--- src/rtl/sram_addr_gen.sv ---
// sram_addr_gen: burst address generator for the SRAM address pins.
// Captures a start address, steps it per access, counts and flags wrap.
module sram_addr_gen #(
    parameter int ADDR_WIDTH = 21,
    parameter int CNT_WIDTH  = 8
) (
    input  logic                  avr_clk,
    input  logic                  avr_reset,
    input  logic                  load,
    input  logic [ADDR_WIDTH-1:0] addr_in,
    input  logic [CNT_WIDTH-1:0]  burst_len,
    input  logic [1:0]            mode,
    input  logic                  access_done,
    output logic [ADDR_WIDTH-1:0] sram_addr,
    output logic                  busy,
    output logic                  burst_done,
    output logic                  wrapped
);

    typedef enum logic {
        IDLE = 1'b0,
        RUN  = 1'b1
    } state_t;

    localparam logic [ADDR_WIDTH-1:0] ADDR_ONES = '1;
    localparam logic [ADDR_WIDTH-1:0] ADDR_ONE  = ADDR_WIDTH'(1);
    localparam logic [CNT_WIDTH-1:0]  CNT_ONE   = CNT_WIDTH'(1);

    state_t                state;
    state_t                state_next;
    logic [ADDR_WIDTH-1:0] addr;
    logic [ADDR_WIDTH-1:0] addr_next;
    logic [CNT_WIDTH-1:0]  remaining;
    logic [CNT_WIDTH-1:0]  remaining_next;
    logic                  done_next;
    logic                  wrapped_next;

    // State and datapath registers; every output comes straight from here.
    always_ff @(posedge avr_clk or posedge avr_reset) begin
        if (avr_reset) begin
            state      <= IDLE;
            addr       <= '0;
            remaining  <= '0;
            burst_done <= 1'b0;
            wrapped    <= 1'b0;
        end else begin
            state      <= state_next;
            addr       <= addr_next;
            remaining  <= remaining_next;
            burst_done <= done_next;
            wrapped    <= wrapped_next;
        end
    end

    // Next-state logic: load beats a coincident access; accesses only count in RUN.
    always_comb begin
        state_next     = state;
        addr_next      = addr;
        remaining_next = remaining;
        done_next      = 1'b0;
        wrapped_next   = wrapped;
        if (load) begin
            addr_next      = addr_in;
            remaining_next = burst_len;
            wrapped_next   = 1'b0;
            state_next     = RUN;
        end else if (state == RUN && access_done) begin
            unique case (mode)
                2'b01: begin
                    addr_next = addr + ADDR_ONE;
                    if (addr == ADDR_ONES) begin
                        wrapped_next = 1'b1;
                    end
                end
                2'b10: begin
                    addr_next = addr - ADDR_ONE;
                    if (addr == '0) begin
                        wrapped_next = 1'b1;
                    end
                end
                default: begin
                    addr_next = addr;
                end
            endcase
            if (remaining == CNT_ONE) begin
                remaining_next = '0;
                done_next      = 1'b1;
                state_next     = IDLE;
            end else if (remaining != '0) begin
                remaining_next = remaining - CNT_ONE;
            end
        end
    end

    assign sram_addr = addr;
    assign busy      = (state == RUN);

endmodule

--- config.mk ---
export PLATFORM = sky130hd
export DESIGN_NAME = sram_addr_gen
export DESIGN_NICKNAME = d
export VERILOG_FILES = /design/src/rtl/sram_addr_gen.sv
export SDC_FILE = /design/constraint.sdc
export NUM_CORES = 1
export LEC_CHECK = 0
export ABC_AREA = 1
export CAP_MARGIN = 10
export CORE_UTILIZATION = 40
export CTS_BUF_LIST = sky130_fd_sc_hd__clkbuf_4 sky130_fd_sc_hd__clkbuf_8
export CTS_CLUSTER_DIAMETER = 150
export CTS_CLUSTER_SIZE = 24
export DETAILED_ROUTE_END_ITERATION = 10
export PLACE_DENSITY = 0.67
export REMOVE_ABC_BUFFERS = 1
export SLEW_MARGIN = 20
export SYNTH_ARGS = -nofsm -noshare
export SYNTH_HDL_FRONTEND = slang
export SYNTH_SLANG_ARGS = --single-unit
--- constraint.sdc ---
create_clock -name avr_clk -period 4.6 [get_ports avr_clk]
set_clock_uncertainty 0.15 [all_clocks]
set_input_delay 0.46 -clock avr_clk [delete_from_list [all_inputs] [get_ports avr_clk]]
set_output_delay 0.46 -clock avr_clk [all_outputs]
set_load 0.1 [all_outputs]
==> results of run 1 <==
## metal layers
| layer | track usage (%) | part of all wire [%] | up-vias |
|---|---|---|---|
| met5 | 0 | 0 | - |
| met4 | 9.68 | 2.6 | 0 |
| met3 | 3.96 | 5.3 | 17 |
| met2 | 41.4 | 45 | 114 |
| met1 | 35.3 | 47 | 1563 |
| li1 | - | - | 1718 |
## synthesized netlist by cell type (all sizes together)
library cell	instances	area share, %
nand2	169	22
nor2	74	10
inv	61	7.7
nand3	44	7.4
dfrtp	32	27
o21ai	30	5.2
a21oi	11	1.9
buf	11	2.4
nand4	11	2.3
xor2	11	3.2
a41oi	6	1.8
nor3	5	1.0
a22oi	4	1.0
clkbuf	4	0.51
nor4	4	0.84
a31oi	3	0.63
ha	3	1.3
o211ai	3	0.76
o221ai	3	0.89
nand3b	2	0.51
o22ai	2	0.42
a221oi	1	0.30
and3	1	0.21
o21bai	1	0.38
o311ai	1	0.30
## metrics by stage
stage | hold slack [ps] | worst slack [ps] | power [mW] | util [%] | instance area (um^2)
4_1_cts | 384 | 1420 | 1.30 | 51.3 | 3700
6_report | 379 | 1370 | 1.29 | 51.3 | 3700
3_5_place_dp | 369 | 1120 | 1.04 | 50.0 | 3610
5_1_grt | 409 | 1090 | 1.37 | 51.3 | 3700
2_1_floorplan | 352 | 1910 | 0.853 | - | 2880
3_3_place_gp | 364 | 1150 | 1.04 | 50.0 | 3610
## state kept, by name, indices dropped and copies added, names as in the netlist
name and count:
wrapped 1, burst_done 1, sram_addr 21, busy 1, remaining 8
## final timing paths
check / start / depth (start not counted) / endpoint
setup / recovery: mode[1] / 17 / sram_addr[16]
hold / removal: wrapped / 2 / wrapped
setup reg to reg: sram_addr[1] / 17 / sram_addr[16]
hold reg to reg: wrapped / 2 / wrapped
max in group asynchronous: avr_reset / 3 / sram_addr[9]
min in group asynchronous: avr_reset / 3 / sram_addr[20]
## logic make-up after synthesis
kind of cell               after synthesis  synth area share (%)
xor gates and xnor gates                11                  3.25
and+or+nand+nor                        310                  44.3
AOI/OAI and AO/OA                       65                  13.5
adders and majority gates                3                  1.27
DFF                                     32                  27.0
buffers and inverters                   76                  10.7
## worst register-to-register path, cell delays in order (launching register included)
cell	delay [ps]
dfrtp_1	440
inv_1	130
nand2_1	60
nand2_1	110
inv_1	50
ha_1	160
inv_1	50
nand2_1	110
nand2_1	140
o21ai_2	100
nand2_1	100
nand2_1	80
nand2_1	80
nand2_1	50
nand2_1	50
nand3_1	60
nand2_1	90
nand2_1	50
## where the power goes
group / switching (mW) / internal (mW) / leakage, nW
clock network: 0.122 / 0.128 / 0.0479
registers: 0.0609 / 0.321 / 0.384
logic: 0.476 / 0.184 / 1.36
total: 0.659 / 0.633 / 1.79
## cell type report
class	instances	area, um^2	share of cell area (%)
Clock buffer	7	90.1	2.43
Clock inverter	1	7.51	0.203
Inverter	61	229	6.18
Multi-Input combinational cell	389	1850	49.9
Sequential cell	32	801	21.6
Tap cell	99	124	3.34
Timing Repair Buffer	61	603	16.3
==> impl_results.md, run 1 <==
- Clock tree buffer depth: 2
- Layout cells sized above 1: 5.44%
- Syn Inst Count: 497
- First-pass GRT wire length: ~15,000 um
- Gpl congestion: 0.927
- TritonCTS buffer count: 5
- Critical-path top delay cell: clkdlybuf4s50_1
- Total GRT Usage: between 20% and 30%
- Area delta synth->final: 24.8%
- Total grt overflow: 0
- Clock Latency Late Sink: 280 ps
- Row count: 31
- Yosys warns: 0
- Vias per std cell: 5.25
- CP max FO: 33
- Min-Delay Path Class: reg -> reg
- Avg Inst Size Synth: 5.97 um^2
- P per Cell Area: 349 nW/um^2
- Worst VDD drop: 0.165 mV
- Finished Layout Cells: 650
- Starting Density: 41.1%
- Number of global-route vias before repair: ~3,100
- Worst EP arrival: 3260 ps
- Max Clk Rate: a little over 300 MHz
- Crit path required time: 4630 ps
- Chip height: 88.1 um
- Hold-fix buffers, CTS: 0
- Die ar.: 7770 um^2
- Crit path launch type: input pin
- Die width: ~88 um
- Most frequent cells in the layout: nand2_1 (161), nor2_1 (69), inv_1 (58), clkdlybuf4s50_1 (58), nand3_1 (44)
- Most frequent CP cell: nand2_1
- Final Slew Violations: 0
- #FFs+latches synth: 32
- Setup bufs post-CTS: 0
- Initial DRC count: 261
- Setup TNS: 0 ps
- Htree depth: 2
- Largest net degree at the start of global routing: 34
- DRT Wirelength: around 9600 um
- Core area: just over 7000 um^2
- Antenna violations before repair: 0
- Synth Cell Area: 2970 um^2
- I/O pin total: 59
- WP buf/inv: 3
- CTS tree: built
- Clock root buffer: clkbuf_8
- Final Cycle Share: between 70% and 80%
- Final Hold Violating Endpoints: 0
- DR vias: ~3,400
- Filler cells: 761
- Worst-Margin Slew: ~970 ps
- Final HPWL DP: between 7000 and 8000 um
- # DRC: 0
- Net count, final: slightly below 600
- Port Buffers: between 50 and 60
- Worst path top cell family by delay: simple AND/OR/NAND/NOR gates
- Clk sinks: 32
- Kind of critical path: in -> reg
- Period minus WS final: around 3200 ps
- Most common cell after layout, fill and taps aside: nand2_1
- Clk slew on worst S/H paths: 80 ps
- Gates resized, CTS repair: 0
- Max-cap violations: 0
- WL per Instance: between 10 and 15 um
- Drt pass-1 iters: 4
- Ant diodes: 0
- Worst setup EP type: flip-flop
- Placed cell count: 642
- Static Leak: 1.79 nW
- Sequential area share after synthesis: around 27%
- Crit path cell chain: clkdlybuf4s50_1 -> nand2_2 -> nand2_1 -> nand2_1 -> inv_1 -> ha_1 -> inv_1 -> nand2_1 -> nand2_1 -> o21ai_2 -> nand2_1 -> nand2_1 -> nand2_1 -> nand3_1 -> nand3_1 -> nand2_1 -> nand2_1
- Worst stage delay on the critical path: 850 ps
- Slew headroom: between 30% and 40%
- Post-synth cell types: 34
- ANT nets after route: 0
- Status: complete, no violations
- Final setup viols: 0
- RSZ-0062 raised after global routing: false
- R2R Setup Slk: ~2400 ps
(Power assumes the default switching activity.)
==> run 2, diff against run 1 <==
clock period = 3.1 ns   (was 4.6 ns; I/O delays follow)
==> impl_results.md, run 2 (synthesis gave the netlist of run 1 again) <==
- Status: complete, no violations
- Clock Latency Late Sink: 310 ps (+30 ps)
- Clock tree buffer depth: 2 (unchanged)
- Total grt overflow: 0 (unchanged)
- Crit path launch type: input pin
- R2r endpoint: sram_addr[16]
- Clock root buffer: clkbuf_8
- R2R Setup Slk: 930 ps (-1510 ps)
- Final HPWL DP: 7500 um (+5.2%)
- DR vias: 3,503 (+2.7%)
- Drt pass-1 iters: 5 (+1)
- Gates resized, CTS repair: 0 (unchanged)
- Final Cycle Share: 82.3%
- Final Hold Violating Endpoints: 0 (unchanged)
- Max-cap violations: 0 (unchanged)
- Worst-Margin Slew: 766 ps (-205 ps)
- Area delta synth->final: 24.6%
- Die ar.: 7770 um^2 (unchanged)
- Dpl ws: 270 ps (-845 ps)
- Met2 Use GR: 43.9% (+2.5 points)
- Antenna violations before repair: 0 (unchanged)
- Total GRT Usage: 26.4% (+0.56 points)
- Critical-path top delay cell: clkdlybuf4s50_1
- Final setup viols: 0 (unchanged)
- Final Cell Area: 3700 um^2 (-0.20%)
- Met1 usage in global routing: 34.9% (-0.39 points)
- DRT Wirelength: 9660 um (+1.0%)
- Crit path required time: 3140 ps (-1490 ps)
- # DRC: 0 (unchanged)
- Placed cell count: 649 (+1.1%)
- ANT nets after route: 0 (unchanged)
- WL per Instance: 14.7 um (about the same)
- Number of global-route vias before repair: 3,258 (+5.1%)
- Port Buffers: 58 (unchanged)
- Period minus WS final: 2550 ps
- CP max FO: 16 (-52%)
- TritonCTS buffer count: 5 (unchanged)
- Worst setup EP type: flip-flop
- Static Leak: 1.85 nW (+3.3%)
- Hold-fix buffers, CTS: 0 (unchanged)
- Largest net degree at the start of global routing: 28 (-18%)
- Filler cells: 777 (+2.1%)
- Crit path cell chain: clkdlybuf4s50_1 -> inv_2 -> nand2_2 -> buf_4 -> nand2_1 -> nand2_1 -> nor2_1 -> nand2_1 -> nor2_1 -> nand3_1 -> nand4_1 -> nand3_1 -> nand2_1 -> nand2_1
- Worst EP arrival: 2590 ps (-670 ps)
- Chip height: 88.1 um (unchanged)
- Most common cell after layout, fill and taps aside: nand2_1
- WP buf/inv: 3 (unchanged)
- Setup bufs post-CTS: 0 (unchanged)
- Vias per std cell: 5.33 (+1.6%)
- Die width: 88.1 um (unchanged)
- Worst reg2reg path startpoint: sram_addr[1]
- Reg2reg path depth: 17 (unchanged)
- Worst stage delay on the critical path: 480 ps (-370 ps)
- RSZ-0062 raised after global routing: false
- GR peak layer: met2
- Row count: 31 (unchanged)
- Clk sinks: 32 (unchanged)
- I/O pin total: 59 (unchanged)
- P per Cell Area: 518 nW/um^2 (+49%)
- Most frequent cells in the layout: nand2_1 (161), nor2_1 (69), inv_1 (58)
- Placed cell areas: 3600 um^2 (-0.21%)
- Grt met3 use: 4.05% (+0.094 points)
- Worst VDD drop: 0.207 mV (+26%)
- Clk slew on worst S/H paths: 80 ps (about the same)
- Ant diodes: 0 (unchanged)
- Gpl congestion: 0.938 (+1.2%)
- Starting Density: 41.1% (unchanged)
- Final WS setup: 550 ps (-821 ps)
- First-pass GRT wire length: 15,600 um (+3.0%)
- Final Slew Violations: 0 (unchanged)
- Net count, final: 595 (+1.2%)
- Initial DRC count: 367 (+41%)
- CTS tree: built
- Min-Delay Path Class: in -> async
- Worst path top cell family by delay: simple AND/OR/NAND/NOR gates
- Max reg flops: 21 (unchanged)
- Htree depth: 2 (unchanged)
- Slew headroom: 48.9% (+14 points)
- Most frequent CP cell: nand2_1
- Final core utilization: 51.2% (-0.10 points)
- Layout cells sized above 1: 10.9% (+5.5 points)
- Core area: 7210 um^2 (unchanged)
- Setup TNS: 0 ps (unchanged)
- Kind of critical path: in -> reg
- Max Clk Rate: slightly below 400 MHz
- Finished Layout Cells: 657 (+1.1%)
[run 2: power breakdown]
part | total, mW | internal (mW) | switching (mW)
clock | 0.372 | 0.189 | 0.183
combinational | 0.972 | 0.264 | 0.708
sequential | 0.571 | 0.477 | 0.0942
[run 2: cell type report]
class / count / area, um^2 / area share [%]
clock buffers: 7 / 90.1 / 2.44
clock inverters: 1 / 7.51 / 0.203
inverters: 61 / 229 / 6.20
multi-input cells: 389 / 1850 / 50.0
flip-flops and latches: 32 / 801 / 21.7
well taps: 99 / 124 / 3.35
repair buffers: 68 / 596 / 16.1
[run 2: layer usage]
| metal | part of all wire [%] | wire, um | vias up |
|---|---|---|---|
| li1 | - | - | 1727 |
| met1 | 45 | 4350 | 1617 |
| met2 | 46 | 4450 | 136 |
| met3 | 6.1 | 588 | 23 |
| met4 | 2.9 | 277 | 0 |
| met5 | 0 | 0 | - |
[run 2: worst max-delay path by stage]
stage                       start       endpoint  slack, ps  cells past startpoint
final                     mode[0]  sram_addr[18]        550                     14
after global routing      mode[0]  sram_addr[18]        360                     14
after CTS                 mode[0]  sram_addr[18]        560                     14
after detailed placement  mode[0]  sram_addr[18]        270                     14
after global placement    mode[0]  sram_addr[18]        330                     14
after floorplan              busy   sram_addr[6]        410                      8
[run 2: per-stage QoR]
step,hold slack (ps),power [mW]
2_1_floorplan,223,1.27
3_3_place_gp,365,1.54
3_5_place_dp,377,1.54
4_1_cts,310,1.91
5_1_grt,365,2.03
6_report,289,1.92
==> run 3, diff against run 2 <==
PLACE_DENSITY = 0.69   (was 0.67)
clock period = 2.3 ns   (was 3.1 ns; I/O delays follow)
==> impl_results.md, run 3 (synthesis gave the netlist of run 1 again) <==
- Ant diodes: 0 (unchanged)
- Crit. path cell count: 15 (+1)
- Crit path cell chain: clkdlybuf4s50_1 -> inv_2 -> buf_4 -> nand3_1 -> nand2_1 -> nor2_1 -> nand2_1 -> nand2_1 -> nand2_1 -> nand2_1 -> nand2_1 -> nand3_1 -> nand3_1 -> nand2_1 -> o21ai_1
- Max reg flops: 21 (unchanged)
- Most frequent cells in the layout: nand2_1 (161), buf_4 (75), nor2_1 (66)
- Worst setup EP type: flip-flop
- Worst VDD drop: 0.352 mV (+70%)
- Starting Density: 41.1% (unchanged)
- Static Leak: 2.08 nW (+13%)
- DR vias: 3,616 (+3.2%)
- Final setup viols: 0 (unchanged)
- Htree depth: 2 (unchanged)
- Worst-Margin Slew: 493 ps (-273 ps)
- Total GRT Usage: 28.3% (+1.9 points)
- Clk sinks: 32 (unchanged)
- Final Cycle Share: 93.9%
- Drt pass-1 iters: 5 (unchanged)
- First-pass GRT wire length: 16,600 um (+6.2%)
- Area delta synth->final: 36.7%
- R2R Setup Slk: 240 ps (-690 ps)
- Most common cell after layout, fill and taps aside: nand2_1
- I/O pin total: 59 (unchanged)
- CP max FO: 13 (-3)
- Total grt overflow: 0 (unchanged)
- Most frequent CP cell: nand2_1
- Finished Layout Cells: 699 (+6.4%)
- Filler cells: 745 (-4.1%)
- Crit path required time: 2330 ps (-810 ps)
- Clk slew on worst S/H paths: 70 ps (about the same)
- Gpl congestion: 0.937 (-0.13%)
- Kind of critical path: in -> reg
- Met1 usage in global routing: 40.6% (+5.7 points)
- Number of global-route vias before repair: 3,320 (+1.9%)
- P per Cell Area: 690 nW/um^2 (+33%)
- Port Buffers: 58 (unchanged)
- Layout cells sized above 1: 18.0% (+7.1 points)
- Row count: 31 (unchanged)
- Core area: 7210 um^2 (unchanged)
- Clock root buffer: clkbuf_8
- Max-cap violations: 0 (unchanged)
- WL per Instance: 14.8 um (+0.46%)
- Placed cell count: 691 (+6.5%)
- Status: complete, no violations
- R2r endpoint: sram_addr[15]
- Min-Delay Path Class: in -> async
- Critical-path top delay cell: clkdlybuf4s50_1
- Slew headroom: 66.8% (+18 points)
- Vias per std cell: 5.17 (-3.0%)
- Placed cell areas: 3930 um^2 (+9.1%)
- Largest net degree at the start of global routing: 33 (+18%)
- Initial DRC count: 212 (-42%)
- DRT Wirelength: 10,300 um (+6.9%)
- Die ar.: 7770 um^2 (unchanged)
- Clock Latency Late Sink: 290 ps (-20 ps)
- Clock tree buffer depth: 2 (unchanged)
- ANT nets after route: 0 (unchanged)
- Antenna violations before repair: 0 (unchanged)
- GR peak layer: met2
- Final Cell Area: 4060 um^2 (+9.7%)
- Dpl ws: -147 ps (-417 ps)
- Worst stage delay on the critical path: 530 ps (+50 ps)
- Grt met3 use: 3.58% (-0.47 points)
- RSZ-0062 raised after global routing: true
- TritonCTS buffer count: 5 (unchanged)
- Worst path top cell family by delay: simple AND/OR/NAND/NOR gates
- Chip height: 88.1 um (unchanged)
- Final WS setup: 140 ps (-410 ps)
- Setup bufs post-CTS: 0 (unchanged)
- Die width: 88.1 um (unchanged)
- # DRC: 0 (unchanged)
- Net count, final: 637 (+7.1%)
- WP buf/inv: 3 (unchanged)
- Crit path launch type: input pin
- Final HPWL DP: 8060 um (+7.3%)
- Worst reg2reg path startpoint: sram_addr[1]
- Final Hold Violating Endpoints: 0 (unchanged)
- Period minus WS final: 2160 ps
- Final Slew Violations: 0 (unchanged)
- Max Clk Rate: 463 MHz
- Met2 Use GR: 45.2% (+1.3 points)
- Reg2reg path depth: 14 (-3)
- CTS tree: built
- Worst EP arrival: 2190 ps (-400 ps)
[run 3: changes by cell type in the layout (fill, tap and decap cells not counted), sizes merged]
cell,previous run,this run
buf,34,76
bufinv,0,1
clkbuf,7,6
clkdlybuf4s50,34,33
clkinv,0,1
clkinvlp,1,0
dlymetal6s2s,0,1
[run 3: per-stage QoR]
stage                     power, mW  utilization (%)  TNS (ps)  hold WS, ps
after CTS                      2.79             56.0         0          200
after global routing           2.98             56.2     -32.3          221
final                          2.80             56.2         0          189
after global placement         2.22             54.4      -971          361
after floorplan                1.71                -     -3980          143
after detailed placement       2.22             54.4     -1340          363
[run 3: routing by layer]
| metal | part of all wire, % | routed length (um) | vias to the layer above |
|---|---|---|---|
| met4 | 2.0 | 206 | 0 |
| met1 | 46 | 4760 | 1648 |
| li1 | - | - | 1820 |
| met5 | 0 | 0 | - |
| met2 | 46 | 4700 | 129 |
| met3 | 6.4 | 657 | 19 |
[run 3: timing repair]
action,CTS,global route
gates resized for setup,0,7
setup endpoints to repair,0,8
hold buffers,0,0
[run 3: final cells by class]
class | count | area, um^2 | share of cell area [%]
inverters | 61 | 229 | 5.64
well taps | 99 | 124 | 3.05
clock inverters | 2 | 35.0 | 0.864
clock buffers | 6 | 76.3 | 1.88
multi-input cells | 389 | 1870 | 46.0
repair buffers | 110 | 926 | 22.8
flip-flops and latches | 32 | 801 | 19.7
[run 3: worst register-to-register path: stages, from the launching register on]
cell     delay, ps
dfrtp_1        450
inv_1          110
nand2_1         70
nand2_1         70
buf_4          130
nor2_1         160
nand2_1         70
nand2_1        160
nand2_1         70
nand2_1        110
nand2_1        100
nand3_1         70
nand3_1         80
nand2_1         80
o21ai_1         60
[run 3: power breakdown]
| part | leakage, nW | switching (mW) | internal [mW] |
|---|---|---|---|
| clock network | 0.0586 | 0.235 | 0.334 |
| logic | 1.64 | 0.993 | 0.466 |
| registers | 0.384 | 0.127 | 0.643 |
[run 3: how the worst max path moves through the flow]
stage	from	to	slack (ps)
floorplan	busy	sram_addr[6]	-390
global placement	mode[0]	sram_addr[15]	-130
detailed placement	mode[1]	sram_addr[15]	-150
CTS	mode[1]	sram_addr[15]	150
global route	mode[0]	sram_addr[15]	-30
finish	mode[0]	sram_addr[15]	140
